**config.mk**
```make
export PLATFORM = sky130hd
export DESIGN_NAME = mac_array_sched
export DESIGN_NICKNAME = d
export VERILOG_FILES = /design/src/rtl/mac_sched_pkg.sv /design/src/rtl/mac_sched_tagpipe.sv /design/src/rtl/mac_array_sched.sv
export SDC_FILE = /design/constraint.sdc
export NUM_CORES = 1
export LEC_CHECK = 0
export ABC_AREA = 0
export CAP_MARGIN = 10
export CORE_ASPECT_RATIO = 0.9
export CORE_MARGIN = 4
export CORE_UTILIZATION = 40
export DETAILED_ROUTE_END_ITERATION = 7
export GPL_ROUTABILITY_DRIVEN = 0
export PLACE_DENSITY = 0.67
export SETUP_SLACK_MARGIN = 0.15
export SYNTH_ARGS = -nofsm -noshare
export SYNTH_HDL_FRONTEND = slang
export SYNTH_SLANG_ARGS = --single-unit
export TNS_END_PERCENT = 100
```
**constraint.sdc**
```tcl
create_clock -name clk -period 2.4 [get_ports clk]
set_input_delay 0.36 -clock clk [delete_from_list [all_inputs] [get_ports clk]]
set_output_delay 0.36 -clock clk [all_outputs]
set_load 0.05 [all_outputs]
```
**src/rtl/mac_sched_pkg.sv**
```systemverilog
// Shared types for the MAC array tile scheduler.
//   mode_e  : precision mode carried on cmd_mode / arr_ctrl
//   state_e : scheduler FSM states
//   tag_t   : per-tile marker travelling alongside the operands
package mac_sched_pkg;

  typedef enum logic [1:0] {
    MODE_INT4    = 2'b00,
    MODE_INT8    = 2'b01,
    MODE_INT16   = 2'b10,
    MODE_ILLEGAL = 2'b11
  } mode_e;

  typedef enum logic [1:0] {
    S_IDLE,
    S_ISSUE,
    S_DRAIN,
    S_DONE
  } state_e;

  typedef struct packed {
    logic valid;
    logic first;
    logic last;
  } tag_t;

endpackage

```
**src/rtl/mac_sched_tagpipe.sv**
```systemverilog
// Fixed-depth shift register of tile tags, matching the buffer-read plus
// array latency so that each tag emerges together with its array result.
//   clk     : clock, rising edge
//   clr_n   : asynchronous active-low clear (flushes all stages)
//   tag_in  : tag of the tile whose read is issued this cycle
//   tag_out : tag of the tile whose result is at the array output
module mac_sched_tagpipe
  import mac_sched_pkg::*;
#(
  parameter int unsigned DEPTH = 3
) (
  input  logic clk,
  input  logic clr_n,
  input  tag_t tag_in,
  output tag_t tag_out
);

  tag_t stage [DEPTH];

  always_ff @(posedge clk or negedge clr_n) begin
    if (!clr_n) begin
      for (int unsigned i = 0; i < DEPTH; i++) stage[i] <= '0;
    end else begin
      stage[0] <= tag_in;
      for (int unsigned i = 1; i < DEPTH; i++) stage[i] <= stage[i-1];
    end
  end

  assign tag_out = stage[DEPTH-1];

endmodule

```
**src/rtl/mac_array_sched.sv**
```systemverilog
// Tile scheduler for the MAC compute array. Accepts one GEMM-tile job per
// command handshake, issues K consecutive weight/activation reads, broadcasts
// the precision mode and steers the external accumulator register.
//   clk, reset                  : clock, async active-low reset
//   cmd_valid/cmd_ready         : command handshake (ready only in IDLE)
//   cmd_mode, cmd_ktiles        : precision mode, number of K-tiles
//   cmd_wbase/abase/obase       : weight, activation, output base addresses
//   wbuf_re/addr, abuf_re/addr  : buffer read port controls
//   arr_ctrl                    : mode broadcast to the array
//   acc_zero, acc_en            : accumulator feedback select / capture
//   out_we, out_addr            : output buffer write strobe / address
//   busy, done, err             : job status
module mac_array_sched
  import mac_sched_pkg::*;
#(
  parameter int unsigned ADDR_W  = 10,
  parameter int unsigned CNT_W   = 8,
  parameter int unsigned RD_LAT  = 1,
  parameter int unsigned MAC_LAT = 2
) (
  input  logic              clk,
  input  logic              reset,
  input  logic              cmd_valid,
  output logic              cmd_ready,
  input  logic [1:0]        cmd_mode,
  input  logic [CNT_W-1:0]  cmd_ktiles,
  input  logic [ADDR_W-1:0] cmd_wbase,
  input  logic [ADDR_W-1:0] cmd_abase,
  input  logic [ADDR_W-1:0] cmd_obase,
  output logic              wbuf_re,
  output logic              abuf_re,
  output logic [ADDR_W-1:0] wbuf_addr,
  output logic [ADDR_W-1:0] abuf_addr,
  output logic [1:0]        arr_ctrl,
  output logic              acc_zero,
  output logic              acc_en,
  output logic              out_we,
  output logic [ADDR_W-1:0] out_addr,
  output logic              busy,
  output logic              done,
  output logic              err
);

  localparam int unsigned L = RD_LAT + MAC_LAT;

  state_e           state, state_nx;
  logic             legal_cmd;
  logic             issue_last;
  logic             rd_en, first_q, last_q;
  logic [CNT_W-1:0] cnt, k_tot;
  tag_t             tag_in, tag_out;

  assign legal_cmd  = (mode_e'(cmd_mode) != MODE_ILLEGAL) && (cmd_ktiles != '0);
  // cnt counts reads issued including the one on the bus this cycle
  assign issue_last = (cnt == k_tot);

  always_ff @(posedge clk or negedge reset) begin
    if (!reset) state <= S_IDLE;
    else        state <= state_nx;
  end

  always_comb begin
    state_nx = state;
    case (state)
      S_IDLE:  if (cmd_valid) state_nx = legal_cmd ? S_ISSUE : S_DONE;
      S_ISSUE: if (issue_last) state_nx = S_DRAIN;
      // The last tile's tag leaving the pipe means nothing is left in flight.
      S_DRAIN: if (tag_out.valid && tag_out.last) state_nx = S_DONE;
      S_DONE:  state_nx = S_IDLE;
      default: state_nx = S_IDLE;
    endcase
  end

  assign cmd_ready = (state == S_IDLE);

  always_ff @(posedge clk or negedge reset) begin
    if (!reset) begin
      rd_en     <= 1'b0;
      first_q   <= 1'b0;
      last_q    <= 1'b0;
      cnt       <= '0;
      k_tot     <= '0;
      wbuf_addr <= '0;
      abuf_addr <= '0;
      arr_ctrl  <= '0;
      out_addr  <= '0;
      busy      <= 1'b0;
      done      <= 1'b0;
      err       <= 1'b0;
    end else begin
      busy <= (state_nx != S_IDLE);
      done <= (state_nx == S_DONE);
      // Only an illegal accept goes straight from IDLE to DONE.
      err  <= (state == S_IDLE) && cmd_valid && !legal_cmd;
      case (state)
        S_IDLE: begin
          if (cmd_valid) begin
            out_addr <= cmd_obase;
            k_tot    <= cmd_ktiles;
            if (legal_cmd) begin
              arr_ctrl  <= cmd_mode;
              rd_en     <= 1'b1;
              wbuf_addr <= cmd_wbase;
              abuf_addr <= cmd_abase;
              cnt       <= CNT_W'(1);
              first_q   <= 1'b1;
              last_q    <= (cmd_ktiles == CNT_W'(1));
            end
          end
        end
        S_ISSUE: begin
          if (issue_last) begin
            rd_en   <= 1'b0;
            first_q <= 1'b0;
            last_q  <= 1'b0;
          end else begin
            wbuf_addr <= wbuf_addr + ADDR_W'(1);
            abuf_addr <= abuf_addr + ADDR_W'(1);
            cnt       <= cnt + CNT_W'(1);
            first_q   <= 1'b0;
            last_q    <= ((cnt + CNT_W'(1)) == k_tot);
          end
        end
        default: ;
      endcase
    end
  end

  assign wbuf_re = rd_en;
  assign abuf_re = rd_en;

  assign tag_in = '{valid: rd_en, first: first_q, last: last_q};

  mac_sched_tagpipe #(.DEPTH(L)) u_tagpipe (
    .clk     (clk),
    .clr_n   (reset),
    .tag_in  (tag_in),
    .tag_out (tag_out)
  );

  assign acc_en   = tag_out.valid;
  assign acc_zero = tag_out.valid && tag_out.first;
  assign out_we   = tag_out.valid && tag_out.last;

endmodule
```
==> run_results.csv <==
group,metric,value,unit
run_status,status,"finished, final reports clean",
logic_synthesis,syn-mean-instance-area,10.42,um^2
floorplan,dieArea,0.009689,mm^2
logic_synthesis,yosys-top-cells-area,"dfrtp_1 (50%), mux2_2 (6.2%), nand3_1 (2.9%)",
sta,min_period_over_period,0.9102,
setup_path,end_kind,"register",
global_routing,grt_overflow,0,
floorplan,fp-row-count,31,
setup_path,r2r_cells,6,
routing,vias_per_cell,5.500,
routing,drt-total-wl,8486,um
floorplan,die_h,93.79,um
setup_path,r2r_end,"cnt[4]$_DFFE_PN0P_",
sta,drv_slew,0,
global_routing,grt_max_degree,27,
clocking,cts_htree_levels,3,
clocking,clkTransAtPathRegs,0.07,ns
routing,dr_total_vias,2893,
finish,drive_gt1_frac,0.1780,
sta,final_hold_viol_count,0,
global_routing,track_usage,0.1859,
global_routing,grt_pass1_vias,2767,
finish,design_area,0.004548,mm^2
logic_synthesis,syn_area,0.003271,mm^2
routing,ant_nets,0,
run,drv_cap,0,
clocking,cts.path.max_buffers,2,
setup_path,crit_start,"cmd_ktiles[5]",
routing,highest_layer,"met4",
logic_synthesis,async_flop_share,1.000,
power_and_ir_drop,comb_power_share,0.572,
power_and_ir_drop,p_leak,1.912,nW
power_and_ir_drop,p_per_area,1463,mW/mm^2
routing,wl_met2,4043,um
setup_path,worst-setup-path-type,"input pin to register",
clocking,root_buffer,"clkbuf_8",
power_and_ir_drop,power_frac_seq,0.302,
floorplan,ios,84,
power_and_ir_drop,p_total,6.652,mW
logic_synthesis,synth_edf_count,0,
sta,fin_skew,0.005344,ns
logic_synthesis,syn-num-nets,360,
logic_synthesis,synth_top_area_frac,0.4973,
sta,fmax,0.4578,GHz
logic_synthesis,ys.flop_type,"dfrtp_1",
clocking,numCtsBuffers,9,
power_and_ir_drop,power.share.switching,0.4715,
finish,finalNonFillerCells,526,
logic_synthesis,yosysWarnings,0,
place,place_area,0.004325,mm^2
clocking,insertion_delay,0.35,ns
setup_path,path_max_fanout,4,
place,place.port_buffers,83,
logic_synthesis,synth.most_common_cell,"dfrtp_1",
setup_path,setup.worst_path.start_class,"input pin",
logic_synthesis,synth_common_cells,"dfrtp_1 (65), nand2_1 (23), nor2_1 (20)",
routing,wl_met3,426,um
power_and_ir_drop,clkPwrFrac,0.126,
routing,dr.pass1.iters,6,
global_routing,antenna_found_initial,0,
power_and_ir_drop,power_switching,3.137,mW
setup_path,r2r_slack,0.22,ns
setup_path,setup.worst_path.end,"cnt[7]$_DFFE_PN0P_",
power_and_ir_drop,internal_power,3.515,mW
logic_synthesis,ys_types,52,
routing,wl_per_cell,16.13,um
place,hpwlAfterDp,6306,um
clocking,cts_tree,"done",
setup_path,r2r_start,"cnt[6]$_DFFE_PN0P_",
finish,nets,468,
logic_synthesis,yosysTopAreaCell,"dfrtp_1",
logic_synthesis,ys_ff_latch,65,
sta,worst_pin_slew,0.5044,ns
power_and_ir_drop,ir_drop,568.6,uV
setup_path,worstPathArrival,2.45,ns
floorplan,core,0.007990,mm^2
sta,finalSetupViolCount,0,
sta,rsz0062_at_grt,"no",
routing,wl_met1,3859,um
global_routing,grt_first_pass_wirelength,14000,um
logic_synthesis,yosysSeqAreaShare,0.4973,
sta,period_needed,2.185,ns
logic_synthesis,synthCells,314,
finish,diodes,0,
finish,area_growth,39.06,%
hold_path,hold_class,"register to register",
place,dp_cells,504,
floorplan,die_w,103.3,um
sta,max-slew-margin-rel,0.6627,
floorplan,initial_utilization,0.4093,
setup_path,worstPathRequired,2.67,ns
routing,drc_errors,0,
clocking,numClockSinks,65,
routing,drtIter0Drc,174,
==> logic make-up (layout without fill, tap and decap cells) <==
logic type,Yosys count,after routing,share of synthesized area
muxes,22,22,0.07421
adders and majority gates,3,3,0.01148
AOI/OAI and AO/OA,79,79,0.1603
xor gates and xnor gates,14,14,0.03749
DFF,65,65,0.4973
buffers and inverters,22,135,0.03940
and+or+nand+nor,109,109,0.1798
==> repair_timing <==
| item | in CTS | in global routing |
|---|---|---|
| hold buffers | 1 | 0 |
| gates resized for setup | 0 | 1 |
| setup buffers | 0 | 5 |
| hold endpoints to repair | 16 | 0 |
| setup endpoints to repair | 0 | 12 |
==> critical path, stage by stage <==
cell and delay (ns):
clkdlybuf4s50_1 0.42, or4_4 0.54, or3_4 0.41, a31o_2 0.28, buf_4 0.16, nand3_1 0.09, mux2i_1 0.18
==> how the worst min path moves through the flow <==
| stage | start | cells after the start | endpoint | slack, ns |
|---|---|---|---|---|
| global placement | reset | 1 | abuf_addr[9]$_DFFE_PN0P_ | 0.30 |
| detailed placement | reset | 1 | abuf_addr[9]$_DFFE_PN0P_ | 0.30 |
| finish | u_tagpipe.stage[3]$_DFF_PN0_ | 0 | u_tagpipe.tag_out[0]$_DFF_PN0_ | 0.35 |
| floorplan | reset | 0 | abuf_addr[0]$_DFFE_PN0P_ | 0.06 |
| CTS | u_tagpipe.stage[5]$_DFF_PN0_ | 0 | u_tagpipe.tag_out[2]$_DFF_PN0_ | 0.35 |
| global route | u_tagpipe.stage[6]$_DFF_PN0_ | 0 | u_tagpipe.stage[3]$_DFF_PN0_ | 0.36 |
==> area by class of cell <==
cell class	count	area (um^2)
Clock buffer	13	158.9
Clock inverter	3	15.01
Fill cell	696	3442
Inverter	5	18.77
Multi-Input combinational cell	227	1518
Sequential cell	65	1628
Tap cell	99	123.9
Timing Repair Buffer	114	1086
==> cells in the final DEF (no fill, tap or decap), types with 4 or more instances in the layout <==
cell and count:
a31oi_1 6, nor2_1 20, nor2b_1 4, o21ai_0 18
a21oi_1 16, nand2_1 23, clkbuf_8 11, buf_4 28
o31ai_1 9, nand4_1 4, clkdlybuf4s50_1 82, a2bb2oi_1 4
nand3_1 19, nor3_1 10, o211ai_1 5, mux2i_1 4
mux2_2 18, inv_1 5, dfrtp_1 64, xor2_1 9
xnor2_1 5
==> through the flow <==
step | hold WS, ns | setup TNS (ns) | utilization | setup WS (ns)
floorplan | 0.06441 | 0 | - | 0.3232
global placement | 0.3030 | -1.266 | 0.5413 | -0.09453
detailed placement | 0.3040 | -2.237 | 0.5413 | -0.1343
CTS | 0.3502 | 0 | 0.5644 | 0.1505
global route | 0.3553 | 0 | 0.5692 | 0.1584
finish | 0.3487 | 0 | 0.5692 | 0.2154
==> registers in the layout, summed over array words and instances, names as in the netlist <==
name	count
abuf_addr	10
abuf_re	1
arr_ctrl	2
busy	1
cnt	8
done	1
err	1
first_q	1
k_tot	8
last_q	1
out_addr	10
state	2
u_tagpipe.stage	6
u_tagpipe.tag_out	3
wbuf_addr	10
==> power by group through the flow <==
| stage | logic (mW) | clock network (mW) | registers (mW) |
|---|---|---|---|
| 6_report | 3.81 | 0.838 | 2.01 |
| 5_1_grt | 4.07 | 0.918 | 2.08 |
| 4_1_cts | 3.81 | 0.865 | 2.01 |
| 3_5_place_dp | 3.80 | 0 | 2.02 |
| 3_3_place_gp | 3.74 | 0 | 2.01 |
| 2_1_floorplan | 1.57 | 0 | 2.96 |
==> per-layer routing <==
metal	global-route usage	up-vias
met5	0	-
met4	0.04962	0
met3	0.05345	21
met2	0.2842	92
met1	0.2578	1404
li1	-	1376
(Power assumes the default switching activity.)
==> RTL change 1: new RTL, same settings <==
Encoding of `state_e`: now one-hot (4 bits for 4 states).
--- a/src/rtl/mac_sched_pkg.sv
+++ b/src/rtl/mac_sched_pkg.sv
@@ -11,11 +11,11 @@
     MODE_ILLEGAL = 2'b11
   } mode_e;
 
-  typedef enum logic [1:0] {
-    S_IDLE,
-    S_ISSUE,
-    S_DRAIN,
-    S_DONE
+  typedef enum logic [3:0] {
+    S_IDLE  = 4'b0001,
+    S_ISSUE = 4'b0010,
+    S_DRAIN = 4'b0100,
+    S_DONE  = 4'b1000
   } state_e;
 
   typedef struct packed {
Behaviour: no difference found for any inputs over 10 cycles, from zero or initial values and one cycle with reset low; not proved beyond that.
==> RTL change 1 against the unedited design <==
Power is 1.3% lower; setup slack got worse by 0.020 ns; critical path type is now flop to flop; sequential cell count is 2 higher; final area rose by 0.63%; clock skew rose by 0.0089 ns; synthesized area rose by 2.0%; wire length up 2.7%; maximum frequency decreased by 0.89%; largest cell class unchanged.
==> RTL change 1: results (changes against the unedited design) <==
R2R Path Start cnt[5]; total number of vias 2,867 (-0.90%); Net Count, Synth 379 (+5.3%); Regs by FF count abuf_addr (10), out_addr (10), wbuf_addr (10); minimum hold slack 0.0211 ns (-0.328 ns); Final period util 0.918 (+0.00819); initial antenna violation count 0 (unchanged); Clock Path Buffers 2 (unchanged); Layout Skew 0.0142 ns (+0.00887 ns); Antenna Cells 0 (unchanged); all-layer global routing usage 0.179 (-0.00655); CP max FO 6 (+2); max-slew violations 0 (unchanged); CP max stage delay 0.56 ns (+0.02 ns); clock transition at the registers of the reported paths 0.08 ns; sequential element share of the synthesized area 0.503 (+0.00568); PostCTS Resize Cnt 0 (unchanged); first-pass GRT wire length 14.1 mm (+0.44%); first-pass detailed-route iteration total 4 (-2); CTS H-tree depth 3 (unchanged); dpl ws 0.116 ns (+0.250 ns); min-delay worst type primary input to async pin; Routed WL per cell 16.5 um (+2.6%); top post-synthesis cells by count dfrtp_1 (66), nand2_1 (59), nor2_1 (21), nand3_1 (12), o21ai_0 (12); Yosys warning count 0 (unchanged); number of post-CTS setup repair buffers 0 (unchanged); slowest CP cell or4_4; Clock Latency Late Sink 0.34 ns; Worst R2R Setup Slack 0.20 ns (-0.02 ns); pin count of the biggest net entering global routing 68 (+150%); ys async rst share 1.00 (unchanged); Root Driver clkbuf_8; post-detail-place hpwl 6.38 mm (+1.2%); vias in the first global route 2,808 (+1.5%); static leakage 1.91 nW (-0.34%); ys flop type dfrtp_1; Synth area leaders dfrtp_1 (50%), nand2_1 (6.6%), mux2_2 (3.0%); Detailed Route Iter0 Violations 149 (-14%); Synth cell types 59 (+13%); CP endpoint abuf_addr[7]; status complete, no violations; fin nets 469 (+0.21%); FF-to-FF path depth 6 (unchanged); Worst-Margin Slew 0.524 ns (+0.0193 ns); share of cells above drive strength 1 0.147 (-0.0308); cts bufs inserted 9 (unchanged); Peak VDD IR 559 uV (-1.7%); Crit Path Class flop to flop; Port-buffer cells 83 (unchanged); fill cell count 716 (+2.9%); crit path DAT 2.43 ns (-0.02 ns)
-- RTL change 1: critical path, delay by kind of cell, from the launching register on --
kind / cells / cell delay (ns)
and+or+nand+nor: 2 / 0.61
AOI/OAI and AO/OA: 2 / 0.57
DFF: 1 / 0.46
xor gates and xnor gates: 1 / 0.25
buffers and inverters: 1 / 0.20
-- RTL change 1: layout make-up --
| type | instances | share of cell area |
|---|---|---|
| clock buffers | 9 | 0.0271 |
| clock inverters | 7 | 0.0265 |
| inverters | 8 | 0.00656 |
| multi-input cells | 239 | 0.336 |
| flip-flops and latches | 67 | 0.367 |
| well taps | 99 | 0.0271 |
| repair buffers | 98 | 0.210 |
-- RTL change 1: metrics by stage --
stage               std cells  area (um2)  utilization  power, mW
floorplan                 333        3360            -       4.30
detailed placement        511        4330        0.536       5.43
global route              527        4580        0.567       6.93
finish                    527        4580        0.567       6.57
CTS                       527        4570        0.567       6.60
global placement          511        4330        0.536       5.37
-- RTL change 1: how the worst min path moves through the flow --
stage / start / to / cells past startpoint
2_1_floorplan: reset / abuf_addr[0] / 0
3_3_place_gp: u_tagpipe.stage[8] / u_tagpipe.stage[5] / 0
3_5_place_dp: u_tagpipe.stage[8] / u_tagpipe.stage[5] / 0
4_1_cts: reset / wbuf_addr[1] / 2
5_1_grt: reset / wbuf_addr[0] / 2
6_report: reset / wbuf_addr[1] / 2
-- RTL change 1: kinds of logic after synthesis --
| group | after synthesis | synth area share |
|---|---|---|
| and+or+nand+nor | 137 | 0.212 |
| xor gates and xnor gates | 14 | 0.0368 |
| DFF | 67 | 0.503 |
| adders and majority gates | 3 | 0.0113 |
| buffers and inverters | 27 | 0.0413 |
| muxes | 15 | 0.0484 |
| AOI/OAI and AO/OA | 70 | 0.147 |
-- RTL change 1: per-layer routing --
metal	vias up	GRT usage	routed length, um
met5	-	0	0
met4	0	0.0620	162
met3	15	0.0431	468
met2	79	0.292	4330
met1	1391	0.236	3750
li1	1382	-	-
-- RTL change 1: where the power goes --
part / switching (mW) / internal, mW / total, mW
clock network: 0.451 / 0.697 / 1.15
registers: 0.451 / 1.58 / 2.03
logic: 2.10 / 1.29 / 3.38
==> RTL change 2: new RTL, same settings <==
Without the edit above. Change the parameter `MAC_LAT` from 2 to 8.
--- a/src/rtl/mac_array_sched.sv
+++ b/src/rtl/mac_array_sched.sv
@@ -16,7 +16,7 @@
   parameter int unsigned ADDR_W  = 10,
   parameter int unsigned CNT_W   = 8,
   parameter int unsigned RD_LAT  = 1,
-  parameter int unsigned MAC_LAT = 2
+  parameter int unsigned MAC_LAT = 8
 ) (
   input  logic              clk,
   input  logic              reset,
Behaviour: not the same (a bounded check fails within 10 cycles, from zero or initial values and one cycle with reset low).
==> RTL change 2 against the unedited design <==
Wire length is 3.3% higher; critical path type unchanged; worst hold slack better by 0.0048 ns; highest routed layer unchanged; final area is 11% higher; die area is 13% higher; setup slack worse by 0.026 ns; power is 7.7% higher; sequential cell count is 18 higher; synthesized area is 14% higher.
==> RTL change 2: results (changes against the unedited design) <==
static leakage 2.12 nW (+11%); pin count of the biggest net entering global routing 45 (+67%); sequential element share of the synthesized area 0.558 (+0.0608); Peak VDD IR 558 uV (-1.9%); first-pass detailed-route iteration total 4 (-2); crit path DAT 2.50 ns (+0.05 ns); relative slew slack 0.594 (-0.0687); Net Count, Synth 378 (+5.0%); Hold EP u_tagpipe.stage[19]; Worst R2R Setup Slack 0.25 ns (+0.03 ns); share of cells above drive strength 1 0.178 (+0.000344); status complete, no violations; all-layer global routing usage 0.172 (-0.0141); Synth area leaders dfrtp_1 (56%), mux2_2 (5.4%), nand3_1 (2.6%); Routed WL per cell 15.5 um (-3.9%); Layout Skew 0.00651 ns (+0.00117 ns); top post-synthesis cells by count dfrtp_1 (83), nand2_1 (23), nor2_1 (20), nand3_1 (19); total number of vias 2,941 (+1.7%); minimum hold slack 0.353 ns (+0.00483 ns); post-detail-place hpwl 6.42 mm (+1.8%); Hold Startpoint u_tagpipe.stage[22]; Detailed Route Iter0 Violations 145 (-17%); Critical R2R Capture abuf_addr[5]; CP max FO 5 (+1); clock transition at the registers of the reported paths 0.09 ns (+0.02 ns); first-pass GRT wire length 14.6 mm (+4.6%); R2R Path Start cnt[7]
[RTL change 2: cell count changes in the layout (fill, tap and decap cells not counted), moves of 2 or more]
cell,change
clkbuf_1,-2
clkbuf_8,-2
inv_6,+5
dfrtp_1,+17
clkinv_2,-2
[RTL change 2: kinds of logic after synthesis]
| family | count (synthesis) | synth area share |
|---|---|---|
| AND/OR/NAND/NOR | 109 | 0.158 |
| flip-flops | 83 | 0.558 |
| AO/OA/AOI/OAI | 79 | 0.141 |
| buffers and inverters | 22 | 0.0346 |
| multiplexers | 22 | 0.0652 |
| XOR/XNOR | 14 | 0.0330 |
| adder cells (fa/ha/maj) | 3 | 0.0101 |
[RTL change 2: power groups by stage]
stage               logic, mW  clock network [mW]  registers (mW)
floorplan                1.57                   0            3.40
global placement         3.70                   0            2.48
detailed placement       3.75                   0            2.49
CTS                      3.75               0.970            2.48
global route             4.04                1.02            2.56
finish                   3.77               0.931            2.46
[RTL change 2: area by class of cell]
class | count | area, um2 | area share
timing repair buffer | 112 | 1070 | 0.214
inverter | 5 | 18.8 | 0.00373
sequential | 83 | 2080 | 0.414
tap | 122 | 153 | 0.0304
clock inverter | 7 | 56.3 | 0.0112
clock buffer | 9 | 124 | 0.0246
multi-input combinational | 227 | 1520 | 0.303
[RTL change 2: worst max-delay path by stage]
| stage | startpoint | to | cells past startpoint |
|---|---|---|---|
| after global placement | cmd_ktiles[5] | abuf_addr[5] | 7 |
| after floorplan | cmd_ktiles[5] | abuf_addr[5] | 6 |
| after CTS | cnt[4] | wbuf_addr[3] | 6 |
| after detailed placement | cmd_ktiles[5] | cnt[7] | 7 |
| final | cmd_ktiles[5] | cnt[7] | 7 |
| after global routing | cmd_ktiles[5] | cnt[7] | 7 |
[RTL change 2: timing repair]
item	CTS	global route
pin swaps	1	1
buffers inserted	2	3
hold endpoints to repair	39	0
endpoints found under the setup margin	6	19
hold buffers	1	0
resized for setup	2	2
[RTL change 2: per-stage QoR]
step	instances	utilization	total power [mW]	area [um2]	setup WS [ns]
2_1_floorplan	332	-	4.97	3720	0.323
3_3_place_gp	543	0.528	6.17	4790	-0.112
3_5_place_dp	543	0.528	6.24	4790	-0.142
4_1_cts	562	0.551	7.20	5000	0.185
5_1_grt	565	0.553	7.62	5030	0.147
6_report	565	0.553	7.16	5030	0.189
[RTL change 2: layer usage]
metal	track usage	vias up	wire, um
li1	-	1422	-
met2	0.272	57	4410
met3	0.0389	11	419
met1	0.234	1451	3810
met5	0	-	0
met4	0.0556	0	124
[RTL change 2: worst max-delay path: cells and delay by family]
family	cells	cell delay, ns
muxes	1	0.18
and+or+nand+nor	3	1.06
AOI/OAI and AO/OA	1	0.29
buffers and inverters	2	0.61
